<file path="src/rtl/adder_pkg.sv">
// Width constants and operand/sum types shared by the adder and subtractor blocks.
package adder_pkg;

    localparam int ADDER_WIDTH = 4;

    typedef logic [ADDER_WIDTH-1:0] opnd_t;
    typedef logic [ADDER_WIDTH:0]   sum_t;

endpackage

</file>
<file path="src/rtl/sub_comb.sv">
// Combinational WIDTH+1-bit subtract between pipeline stage 1 and stage 2.
module sub_comb
    import adder_pkg::*;
#(
    parameter int WIDTH = ADDER_WIDTH
) (
    input  logic [WIDTH:0]   sum_i,
    input  logic [WIDTH-1:0] opnd_i,
    output logic [WIDTH:0]   diff_o,
    output logic             borrow_o
);

    assign diff_o   = sum_i - {1'b0, opnd_i};
    assign borrow_o = (sum_i < {1'b0, opnd_i});

endmodule

</file>
<file path="src/rtl/axis_subtractor.sv">
// Joins the sum and operand AXI streams and returns (sum - opnd) mod 2^WIDTH through a 2-stage pipeline.
// Define AXIS_SUBTRACTOR_FLAG_EN to add the res_tuser borrow/wrap flag.
module axis_subtractor
    import adder_pkg::*;
#(
    parameter int WIDTH = ADDER_WIDTH
) (
    input  logic             clk,
    input  logic             reset,
    input  logic [WIDTH:0]   sum_tdata,
    input  logic             sum_tvalid,
    output logic             sum_tready,
    input  logic [WIDTH-1:0] opnd_tdata,
    input  logic             opnd_tvalid,
    output logic             opnd_tready,
    output logic [WIDTH-1:0] res_tdata,
    output logic             res_tvalid,
    input  logic             res_tready
`ifdef AXIS_SUBTRACTOR_FLAG_EN
    ,
    output logic             res_tuser
`endif
);

    logic             s1_valid_q, s1_valid_d;
    logic [WIDTH:0]   s1_sum_q,   s1_sum_d;
    logic [WIDTH-1:0] s1_opnd_q,  s1_opnd_d;
    logic             res_valid_q, res_valid_d;
    logic [WIDTH-1:0] res_data_q,  res_data_d;

    logic             s2_free;
    logic             accept;
    logic             join_fire;
    logic [WIDTH:0]   diff;
    logic             borrow;

    assign s2_free   = !res_valid_q || res_tready;
    assign accept    = (!s1_valid_q || s2_free) && !reset;
    assign join_fire = sum_tvalid && opnd_tvalid && accept;

    // Both readies wait for both valids, so a lone valid never sees ready.
    assign sum_tready  = join_fire;
    assign opnd_tready = join_fire;

    sub_comb #(
        .WIDTH (WIDTH)
    ) u_sub_comb (
        .sum_i    (s1_sum_q),
        .opnd_i   (s1_opnd_q),
        .diff_o   (diff),
        .borrow_o (borrow)
    );

    always_comb begin
        s1_valid_d  = s1_valid_q;
        s1_sum_d    = s1_sum_q;
        s1_opnd_d   = s1_opnd_q;
        res_valid_d = res_valid_q;
        res_data_d  = res_data_q;
        if (accept) begin
            s1_valid_d = join_fire;
            if (join_fire) begin
                s1_sum_d  = sum_tdata;
                s1_opnd_d = opnd_tdata;
            end
        end
        if (s2_free) begin
            res_valid_d = s1_valid_q;
            if (s1_valid_q) begin
                res_data_d = diff[WIDTH-1:0];
            end
        end
    end

    always_ff @(posedge clk) begin
        if (reset) begin
            s1_valid_q  <= 1'b0;
            s1_sum_q    <= '0;
            s1_opnd_q   <= '0;
            res_valid_q <= 1'b0;
            res_data_q  <= '0;
        end else begin
            s1_valid_q  <= s1_valid_d;
            s1_sum_q    <= s1_sum_d;
            s1_opnd_q   <= s1_opnd_d;
            res_valid_q <= res_valid_d;
            res_data_q  <= res_data_d;
        end
    end

    assign res_tvalid = res_valid_q;
    assign res_tdata  = res_data_q;

`ifdef AXIS_SUBTRACTOR_FLAG_EN
    logic res_flag_q, res_flag_d;

    always_comb begin
        res_flag_d = res_flag_q;
        if (s2_free && s1_valid_q) begin
            res_flag_d = borrow || diff[WIDTH];
        end
    end

    always_ff @(posedge clk) begin
        if (reset) begin
            res_flag_q <= 1'b0;
        end else begin
            res_flag_q <= res_flag_d;
        end
    end

    assign res_tuser = res_flag_q;
`else
    logic unused_flag_bits;
    assign unused_flag_bits = borrow ^ diff[WIDTH];
`endif

endmodule

</file>
<file path="config.mk">
export PLATFORM = sky130hd
export DESIGN_NAME = axis_subtractor
export DESIGN_NICKNAME = d
export VERILOG_FILES = /design/src/rtl/adder_pkg.sv /design/src/rtl/sub_comb.sv /design/src/rtl/axis_subtractor.sv
export SDC_FILE = /design/constraint.sdc
export NUM_CORES = 1
export LEC_CHECK = 0
export ABC_AREA = 1
export CORE_MARGIN = 10
export CORE_UTILIZATION = 47
export CTS_CLUSTER_DIAMETER = 100
export DETAILED_ROUTE_END_ITERATION = 16
export PLACE_DENSITY = 0.82
export SYNTH_ARGS = -nofsm -noshare
export SYNTH_HDL_FRONTEND = slang
export SYNTH_SLANG_ARGS = --single-unit
</file>
<file path="constraint.sdc">
create_clock -name clk -period 2 [get_ports clk]
set_input_delay 0.5 -clock clk [delete_from_list [all_inputs] [get_ports clk]]
set_output_delay 0.5 -clock clk [all_outputs]
set_load 0.05 [all_outputs]
</file>
==> results.txt, run 1 <==
The number of pins exceeding their max-slew limit in the final report was 0; the total of warnings raised by yosys was 0. The worst-case reg-to-reg path depth is 6. The tools report the global-route track usage on met2 as 17.33%.

Summed over all instances, the cell type with the most area after synthesis is sky130_fd_sc_hd__dfxtp_1. Yosys attributes the largest share of cell area to sky130_fd_sc_hd__dfxtp_1, sky130_fd_sc_hd__nand2_1, sky130_fd_sc_hd__a21oi_2, sky130_fd_sc_hd__inv_1, sky130_fd_sc_hd__ha_1. The number of max-capacitance violations reported is 0. The clock drives 14 sinks.

The last element of the critical path is res_tdata[1]. Kind of cell with the highest combined delay on the critical path: buffers and inverters. The number of different library cells used by synthesis comes to 18.

In the routed design, unresolved DRC markers number 0. The tree is rooted in a sky130_fd_sc_hd__clkbuf_4. Overall die width: 58.13 microns. The path class of the tightest hold or removal check is flip-flop to flip-flop.

The run gives 0 as the final count of hold timing violations. The path length in cells of the critical path works out to 1. Setup repair after global routing left no endpoint under its margin. At the later pin of the worst-skew pair, clock insertion delay measures 270 ps. The initial antenna violation count was 0; the post-route standard cell area excluding fillers was 978.4 sq um. Diode insertion count for antenna repair: 0. In the final layout, flip-flops and latches occupy 280.3 sq um.

The global-route wire length before repair is 2780 microns, and the final cell count without fillers is 124. The number of buffer and inverter stages on the critical path was 1. The total area inside the core boundary comes to 1334 sq um. Proportion of synthesized chip area in sequential cells: 41.03%. Setup total negative slack: 0 ps. For this design the static power due to leakage is 0.0004195 uW. For this configuration, the core starts out at a cell density of 51.22%. The flow ran to the end, and the final reports show no timing, DRC or antenna violations. The end of the worst register-to-register path is res_tdata[2]. The post-route netlist has 25.69% of its cells at a drive strength greater than 1.

Most used flip-flop cell after synthesis: sky130_fd_sc_hd__dfxtp_1. Traced cell by cell, the critical path runs through clkdlybuf4s50_1. The die height was 58.13 microns; the highest clock frequency the design can meet was 0.5220 GHz.

The critical path endpoint category was an output port. The synthesized design devotes to its leading area cell type 41.03% of total area. The tools report the CTS H-tree depth as 1.

The post-synthesis net count was 103; the count of nets after finishing was 128. For this run, the detailed router's first-pass iteration total came to 3. The most common cell in the synthesized netlist is sky130_fd_sc_hd__nand2_1. At the pin with the least slew margin, the transition time is 498.3 ps. The worst setup path is launched from a flip-flop. For the final database, setup skew stands at 4.125 ps. Counting I/O delays and the setup requirement, the final critical path takes 1916 ps. The placer's final routability congestion estimate came out at 0.7417. The area of the multi-input gates came out at 355.3 sq um. The total overflow left after global routing is 0. In the final routed layout, each cell accounts on average for 12.31 microns. The count of placed standard cells including taps is 120, and the data arrival time of the worst path is 1420 ps. The power density normalized to cell area was 660.7 nW/um^2.

The area overhead of the layout relative to synthesis is 43.22%. The number of buffers added by the clock tree synthesis step came out at 3. The tools report the violation count after the first detailed-routing iteration as 4. After clock tree synthesis, the clock-pin slew on the worst setup and hold paths is 90 ps.

Internal reg-to-reg setup slack: 680 ps. The tools report the timing startpoint of the critical path as res_tdata[1]. The count of buffers inserted at the top-level ports works out to 19.

The clock passes through at most 2 buffers. The floorplan has 13 rows. Global routing used 9.965% of the available tracks. Global routing used 3.922% of the available met3 tracks. In this design, the stage delay of the slowest critical-path cell is 800 ps. The via count of the first global-routing pass was 657; the worst-case setup slack after placement was 19.23 ps.

The number of enable flip-flop cells after synthesis works out to 0. The run gives 0 as the number of routed nets with antenna violations. TritonCTS built the clock tree. For this design, the slowest cell found on the critical path is sky130_fd_sc_hd__clkdlybuf4s50_1.

The hold buffer count at CTS came out at 0. In this run the cell area measured after placement is 924.6 sq um. Global routing used 10.29% of the available met1 tracks. Detailed placer's ending HPWL: 1249 microns.

The startpoint identified for the worst register-to-register timing path is s1_sum_q[0]. The final number of setup-violating endpoints came out at 0. For this block, the via count after detailed routing is 595. After detailed routing, the number of vias per cell comes to 4.798. The async set-reset flop share out of synthesis is 0%.

The peak-usage layer in the global routing report is met2. The cell count after synthesis came out at 85. After clock tree synthesis, the repair step resized 0 gates.

The floorplan die area came out at 3379 sq um. Entering global routing, the biggest net connects 13 pins. The number of buffers inserted to repair setup after CTS is 0. The post-route worst setup slack was 84.46 ps. Count of state elements after synthesis: 14. The final critical-path share of the clock period was 95.78%; the final cell utilization of the core was 73.36%. Fill cells in the final layout number 116. A synthesized cell averages 8.037 sq um. The data required time of the critical path is 1500 ps. The tools report the area of the mapped netlist as 683.2 sq um. The worst setup path is of the flip-flop to output port kind.

The worst-path maximum fanout is 2, and the final routed wirelength across all metal layers is 1526 microns. IR analysis of the VDD net gives a maximum drop of 324.1 uV. The logs give 21 for the count of pins on the block boundary and 66.68% for the headroom to the max-slew limit.

By count the netlist is led by sky130_fd_sc_hd__nand2_1, sky130_fd_sc_hd__dfxtp_1, sky130_fd_sc_hd__inv_1.
-- kinds of logic (layout without fill, tap and decap cells) --
logic type | after synthesis | after routing | synth area share [%]
XOR/XNOR | 1 | 1 | 1.282
adder cells (fa/ha/maj) | 4 | 4 | 8.426
AO/OA/AOI/OAI | 18 | 18 | 19.23
AND/OR/NAND/NOR | 32 | 32 | 20.51
buffers and inverters | 16 | 40 | 9.523
flip-flops | 14 | 14 | 41.03
-- worst min path at each step --
stage                             from  cells after the start  slack, ps           end
after CTS                 s1_opnd_q[1]                      2        490  s1_opnd_q[1]
after global routing      s1_opnd_q[1]                      2        510  s1_opnd_q[1]
after global placement    s1_opnd_q[0]                      2        470  s1_opnd_q[0]
after floorplan           s1_opnd_q[1]                      2        460  s1_opnd_q[1]
after detailed placement  s1_opnd_q[1]                      2        470  s1_opnd_q[1]
final                     s1_opnd_q[1]                      2        490  s1_opnd_q[1]
-- worst min-delay path: cells and delay by family, from the launching register on --
kind	cells	cell delay, ps
flip-flops	1	320
AO/OA/AOI/OAI	1	50
AND/OR/NAND/NOR	1	80
-- per-layer routing --
layer  vias up  wire, microns
met2        17            753
li1        316              -
met5         -              0
met4         0             22
met3         2            111
met1       260            638
-- area by class of cell --
type | count | share of cell area [%]
well taps | 15 | 1.918
inverters | 14 | 5.371
flip-flops and latches | 14 | 28.64
repair buffers | 22 | 24.04
multi-input cells | 55 | 36.32
clock buffers | 4 | 3.708
-- registers in the layout, summed over array words and instances (netlist names) --
| signal | cells |
|---|---|
| res_tvalid | 1 |
| res_tdata | 4 |
| s1_opnd_q | 4 |
| s1_sum_q | 4 |
| s1_valid_q | 1 |
-- metrics by stage --
| step | power [uW] | hold slack [ps] |
|---|---|---|
| global placement | 443.3 | 467.4 |
| detailed placement | 449.6 | 473.8 |
| finish | 646.4 | 490.2 |
| floorplan | 391.1 | 456.3 |
| CTS | 658.5 | 490.1 |
| global route | 680.9 | 514.8 |
-- layout by cell type (no fill, tap or decap) --
cell and instances:
sky130_fd_sc_hd__nand2_4 1, sky130_fd_sc_hd__clkdlybuf4s50_1 12, sky130_fd_sc_hd__o21ai_0 3, sky130_fd_sc_hd__nand3_4 1, sky130_fd_sc_hd__fa_1 1, sky130_fd_sc_hd__nand2_2 2, sky130_fd_sc_hd__a21oi_2 8, sky130_fd_sc_hd__inv_1 11
sky130_fd_sc_hd__dfxtp_1 14, sky130_fd_sc_hd__a21oi_1 6, sky130_fd_sc_hd__buf_4 5, sky130_fd_sc_hd__dlymetal6s2s_1 3, sky130_fd_sc_hd__nand2_1 22, sky130_fd_sc_hd__inv_2 3, sky130_fd_sc_hd__xnor2_1 1, sky130_fd_sc_hd__ha_1 3
sky130_fd_sc_hd__clkbuf_4 3, sky130_fd_sc_hd__buf_12 2, sky130_fd_sc_hd__nor2_4 1, sky130_fd_sc_hd__nand3_1 3, sky130_fd_sc_hd__clkbuf_8 1, sky130_fd_sc_hd__nor2_1 2, sky130_fd_sc_hd__a21oi_4 1
-- report_power, final --
group | switching, uW | internal, uW | leakage (uW)
combinational | 77.4 | 64.2 | 0.000284
sequential | 9.63 | 292 | 0.000114
clock | 92.4 | 111 | 0.0000210
(Power assumes the default switching activity.)
==> run 2: changes to the inputs <==
Settings changed: PLACE_DENSITY 0.82 to 0.87.
==> run 2 against run 1 <==
Effect of this change:
- fmax decreased by 0.55%
- routed wire length rose by 5.8%
- power rose by 0.66%
- global-route usage decreased by 1.0 points
- register-to-register slack improved by 30 ps
- largest cell class unchanged
- highest routed layer unchanged
==> results.txt, run 2 (synthesized netlist as in run 1, its figures left out) <==
For the violation count after the first detailed-routing iteration, the log shows 6 (+2). The placer's final routability congestion estimate was 0.7421 (about the same). The number of fill cells in the layout is 109 (-6.0%). Fraction of final layout cells sized beyond drive strength 1: 25.45% (-0.23 points).

The min-delay analysis places its worst path in the category flip-flop to flip-flop. Clock-pin transition on the worst setup and hold timing paths: 90 ps (about the same). The tools report the detailed-route DRC error count as 0 (unchanged). The via count of the first global-routing pass came out at 589 (-10%). The critical path goes through clkdlybuf4s50_1.

The run finished with clean final reports. The run gives 0 (unchanged) as the overflow left after global routing. TritonCTS built the clock tree. The number of buffer and inverter stages on the critical path came out at 1 (unchanged).

For the CTS H-tree depth, the log shows 1 (unchanged). The worst-path maximum fanout is 2 (unchanged), and the peak ir drop on the vdd network is 491.5 uV (+52%). The worst setup path is of the flip-flop to output port kind. The power density normalized to cell area was 658.3 nW/um^2 (-0.36%).

STA classifies the critical path endpoint as an output port. The instance area after placement came out at 927.1 sq um (+0.27%). Setup repair after global routing left no endpoint under its margin. The tools report the row count as 13 (unchanged).

The top cell types in the final layout, fill and taps aside, are sky130_fd_sc_hd__nand2_1, sky130_fd_sc_hd__dfxtp_1, sky130_fd_sc_hd__clkdlybuf4s50_1, sky130_fd_sc_hd__inv_1, sky130_fd_sc_hd__a21oi_2. The logs give 66.70% (about the same) for the headroom to the max-slew limit and 486.3 ps (-3.866 ps) for the worst hold margin. Standard cell core area: 1334 sq um (unchanged). For the diode insertion count for antenna repair, the log shows 0 (unchanged). The die height is 58.13 microns (unchanged).

The number of pins exceeding their max-slew limit in the final report was 0 (unchanged); the mean number of vias per cell was 4.896 (+2.0%). The tools report the post-route worst setup slack as 73.87 ps (-10.59 ps). In this design, the largest share of critical-path delay is due to buffers and inverters. The detailed placer's ending HPWL is 1197 microns (-4.2%). The highest clock frequency the design can meet was 0.5192 GHz (-0.55%); the clock network latency to the later pin of the worst-skew pair was 290 ps (+20 ps). The routed wirelength normalized by instance count works out to 12.92 microns (+5.0%).

The count of pins on the block boundary was 21 (unchanged); the final setup skew was 6.453 ps (+2.328 ps). In this run the clock root is driven by a sky130_fd_sc_hd__clkbuf_4. On the critical path, the stage with the largest delay is an instance of sky130_fd_sc_hd__clkdlybuf4s50_1. The tools report the kind of start point of the critical path as a flip-flop. The final cell utilization of the core was 74.11% (+0.75 points). The final routed wirelength across all metal layers is 1615 microns (+5.8%). The setup total negative slack is 0 ps (unchanged).

The tools report the floorplan die area as 3379 sq um (unchanged). The final count of hold timing violations is 0 (unchanged), and the worst-case clock buffer depth is 2 (unchanged). The area overhead of the layout relative to synthesis came out at 44.69%. The largest net degree at the start of global routing is 13 (unchanged), and the area of the multi-input gates is 355.3 sq um (unchanged). The final number of setup-violating endpoints was 0 (unchanged). The overall die width came out at 58.13 microns (unchanged). The first-pass detailed-route iteration total is 6 (+3), and the final critical-path share of the clock period is 96.31% (+0.53 points). The total track usage came out at 8.956% (-1.0 points). The logs give 51.22% (unchanged) for the effective utilization at floorplan and 129 (+0.78%) for the count of nets after finishing. The clock sink count was 14 (unchanged); the data required time of the critical path was 1500 ps (about the same). The logs give 0 (unchanged) for the hold buffer count at CTS and 2401 microns (-14%) for the global-route wire length before repair. The leakage power was 0.0004225 uW (+0.70%); the initial antenna violation count was 0 (unchanged). The actual transition at the worst max-transition pin came out at 497.9 ps (-0.3855 ps). The number of buffers added by the clock tree synthesis step is 3 (unchanged), and the data arrival time of the worst path is 1430 ps (about the same). The post-route standard cell area excluding fillers is 988.4 sq um (+1.0%). The count of buffers inserted at the top-level ports was 19 (unchanged); the final period demand of the worst path was 1926 ps (+10.59 ps). The stage delay of the slowest cell on the critical path was 800 ps (about the same); the combined flip-flop and latch cell area was 280.3 sq um (unchanged).

The logs give 0 (unchanged) for the number of max-capacitance violations reported and 612 (+2.9%) for the total number of vias. The number of routed nets with antenna violations came out at 0 (unchanged). The run gives 18.88 ps (-0.3575 ps) as the worst-case setup slack after placement. The commonest non-fill, non-tap cell in the layout was sky130_fd_sc_hd__nand2_1.
run 2: power by group:
group	internal, uW	switching, uW
logic	64.9	78.0
registers	292	9.51
clock network	111	95.1
run 2: final timing paths:
path,slack [ps],endpoint,depth (start not counted),from
setup reg to reg,710,res_tdata[1],6,s1_sum_q[0]
hold reg to reg,490,s1_sum_q[2],2,s1_sum_q[2]
setup / recovery,70,res_tdata[2],1,res_tdata[2]
hold / removal,490,s1_sum_q[2],2,s1_sum_q[2]
run 2: layout make-up:
cell class | instances | area share (%)
multi-input cells | 55 | 35.95
flip-flops and latches | 14 | 28.35
repair buffers | 23 | 24.81
inverters | 14 | 5.316
clock buffers | 4 | 3.671
well taps | 15 | 1.899
run 2: timing repair:
item                                    CTS  global route
endpoints found under the setup margin    0             2
resized for setup                         0             7
setup buffers                             0             1
run 2: per-stage QoR:
| stage | power [uW] | instances |
|---|---|---|
| final | 650.7 | 125 |
| after global routing | 679.4 | 125 |
| after CTS | 649.6 | 124 |
| after detailed placement | 448.0 | 120 |
| after global placement | 443.0 | 120 |
| after floorplan | 391.1 | 85 |
run 2: layer usage:
layer	global-route usage (%)	routed length [microns]	vias to the layer above
li1	-	-	314
met1	8.935	636	277
met2	15.64	848	18
met3	3.268	103	3
met4	5.034	27	0
met5	0	0	-
==> run 3: changes to the inputs <==
Settings changed: CORE_UTILIZATION 47 to 51, PLACE_DENSITY 0.87 to 0.88, SYNTH_HIERARCHICAL set to 1.
==> run 3 against run 2 <==
Effect of this change:
- critical path depth is the same
- routed wire length shrank 0.37%
- die area decreased by 0.94%
- worst setup slack worse by 14 ps
- clock skew decreased by 4.6 ps
- synthesized cell count rose by 20%
- highest routed layer unchanged
==> results.txt, run 3 <==
The stage delay of the slowest cell on the critical path came out at 800 ps (about the same). STA classifies the critical path endpoint as an output port. Setup repair after global routing left no endpoint under its margin. The tools report the global-route wire length before repair as 2870 microns (+20%). The final critical-path share of the clock period was 97.02% (+0.71 points). The register share of total power was 46.0% (-0.4 points); the number of routed nets with antenna violations was 0 (unchanged). The highest clock frequency the design can meet came out at 0.5154 GHz (-0.74%).

The critical path goes through clkdlybuf4s50_1. The data arrival time of the worst path is 1440 ps (about the same), and the violation count after the first detailed-routing iteration is 9 (+3). The mean number of vias per cell was 4.738 (-3.2%); the final routed wirelength across all metal layers was 1609 microns (-0.37%). The final number of setup-violating endpoints came out at 0 (unchanged).

TritonCTS built the clock tree. The number of buffers added by the clock tree synthesis step was 3 (unchanged); the diode insertion count for antenna repair was 0 (unchanged). The run gives 0 (unchanged) as the overflow left after global routing.

The standard cell core area came out at 1334 sq um (unchanged). Compared with the post-synthesis result, the final layout area differs by 40.07%. The peak ir drop on the vdd network was 380.0 uV (-23%). The path class of the tightest hold or removal check is flip-flop to flip-flop. Buffer cell driving the clock tree root: sky130_fd_sc_hd__clkbuf_4. The worst setup path is launched from a flip-flop. Number of pins exceeding their max-slew limit in the final report: 0 (unchanged).

The end of the worst register-to-register path was res_tdata[2]. Actual transition at the worst max-transition pin: 495.8 ps (-2.066 ps). Routed wirelength normalized by instance count: 11.41 microns (-12%).

The post-synthesis net count is 121 (+17%), and the switching power as a share of total power is 28.03% (-0.034 points). The number of max-capacitance violations reported is 0 (unchanged). The count of nets after finishing was 146 (+13%); the overall die width was 57.85 microns (-0.47%). The detailed-route DRC error count is 0 (unchanged), and the setup total negative slack is 0 ps (unchanged). The largest net degree at the start of global routing was 18 (+5). The total number of vias is 668 (+9.2%), and the first-pass detailed-route iteration total is 4 (-2). Mean area per synthesized cell: 7.164 sq um (-11%). Row count: 13 (unchanged).

The count of pins on the block boundary came out at 21 (unchanged). The tools report the internal reg-to-reg setup slack as 580 ps (-130 ps). The reg-to-reg startpoint is s1_sum_q[0]. The net load switching power was 183.6 uW (+0.56%); the floorplan die area was 3347 sq um (-0.94%). The final cell utilization of the core was 76.74% (+2.6 points).

The fraction of final layout cells sized beyond drive strength 1 came out at 15.87% (-9.6 points). The worst-case reg-to-reg path depth works out to 7 (+1). The run gives 1.864 ps (-4.589 ps) as the final setup skew. The total track usage came out at 10.56% (+1.6 points).

The run finished with clean final reports. The number of cells produced by synthesis is 102 (+20%). The tools report the headroom to the max-slew limit as 66.84% (+0.14 points). The worst hold path begins at res_tdata[2]. The power density normalized to cell area is 640.1 nW/um^2 (-2.8%), and the detailed placer's ending HPWL is 1242 microns (+3.7%).

Depth of the worst hold-timing path: 2 (unchanged). The combinational power share is 22.0% (about the same). Die height: 57.85 microns (-0.47%).

The run gives 0 (unchanged) as the hold buffer count at CTS. The leakage power was 0.0005005 uW (+18%). The final period demand of the worst path came out at 1940 ps (+14.29 ps). Timing startpoint of the critical path: res_tvalid. For the total of warnings raised by yosys, the log shows 6 (+6). In the layout the commonest cells are sky130_fd_sc_hd__inv_1, sky130_fd_sc_hd__nor2_1, sky130_fd_sc_hd__nand2_1, sky130_fd_sc_hd__clkdlybuf4s50_1, sky130_fd_sc_hd__dfxtp_1. The internal power component was 471.5 uW (+0.73%); the via count of the first global-routing pass was 699 (+19%).

The largest individual stage delay along the critical path comes from the cell sky130_fd_sc_hd__clkdlybuf4s50_1. Grouping stages by cell kind, the critical path spends the most delay in buffers and inverters. The data required time of the critical path is 1500 ps (about the same). Commonest non-fill, non-tap cell in the layout: sky130_fd_sc_hd__inv_1. The logs give 14 (unchanged) for the clock sink count and 492.4 ps (+6.106 ps) for the worst hold margin. The run gives 730.7 sq um (+7.0%) as the area of the mapped netlist.

The effective utilization at floorplan was 54.78% (+3.6 points); the clock-pin transition on the worst setup and hold timing paths was 90 ps (about the same). The final count of hold timing violations came out at 0 (unchanged). Number of buffer and inverter stages on the critical path: 1 (unchanged). The initial antenna violation count came out at 0 (unchanged).

The relative contribution of the clock network to total power is 32.0% (+0.3 points). The placer's final routability congestion estimate was 0.7294 (-1.7%); the worst-path maximum fanout was 3 (+1). The hold-critical path endpoint is res_tdata[2].

The run gives 290 ps (about the same) as the clock network latency to the later pin of the worst-skew pair. The worst-case clock buffer depth is 2 (unchanged). The type of the setup path with the least slack is flip-flop to output port.

The count of buffers inserted at the top-level ports is 19 (unchanged), and the CTS H-tree depth is 1 (unchanged).
run 3: power by group through the flow:
stage	clock, uW	combinational, uW	sequential, uW
5_1_grt	224	163	303
4_1_cts	215	144	302
3_5_place_dp	0	141	308
2_1_floorplan	0	70.4	324
3_3_place_gp	0	136	307
6_report	210	144	301
run 3: worst max-delay path by stage:
stage / end / slack (ps) / cells past startpoint
after CTS: opnd_tready / 4 / 6
final: res_tvalid / 60 / 1
after global routing: res_tvalid / 10 / 1
after global placement: opnd_tready / -10 / 6
after detailed placement: opnd_tready / -40 / 6
after floorplan: sum_tready / 90 / 6
run 3: cell type report:
class / instances / area (sq um)
Clock buffer: 4 / 36.28
Fill cell: 100 / 310.3
Inverter: 19 / 75.07
Multi-Input combinational cell: 64 / 350.3
Sequential cell: 14 / 281.5
Tap cell: 15 / 18.77
Timing Repair Buffer: 25 / 261.5
run 3: timing repair:
item,CTS,global route
buffers inserted,2,1
resized for setup,3,4
endpoints found under the setup margin,2,2
gates cloned,0,0
pin swaps,3,3
run 3: routing by layer:
layer,up-vias,wire length (microns),GRT usage (%)
met1,287,703,10.12
met3,3,82,4.139
met5,-,0,0
met4,0,25,5.705
met2,17,797,18.87
li1,361,-,-
run 3: through the flow:
stage          worst slack (ps)  cell area, sq um  total power, uW  std cells
5_1_grt                   12.21              1023            690.6        141
2_1_floorplan             85.21             735.7            394.7        102
6_report                  59.58              1023            655.1        141
3_5_place_dp             -38.54             950.9            449.0        134
4_1_cts                   4.326              1008            660.5        140
3_3_place_gp             -12.69             950.9            442.8        134
run 3: worst min-delay path, cell delays in order (launching register included):
cell                      delay (ps)
sky130_fd_sc_hd__dfxtp_1         320
sky130_fd_sc_hd__nor2_1           90
sky130_fd_sc_hd__nor2_1           50
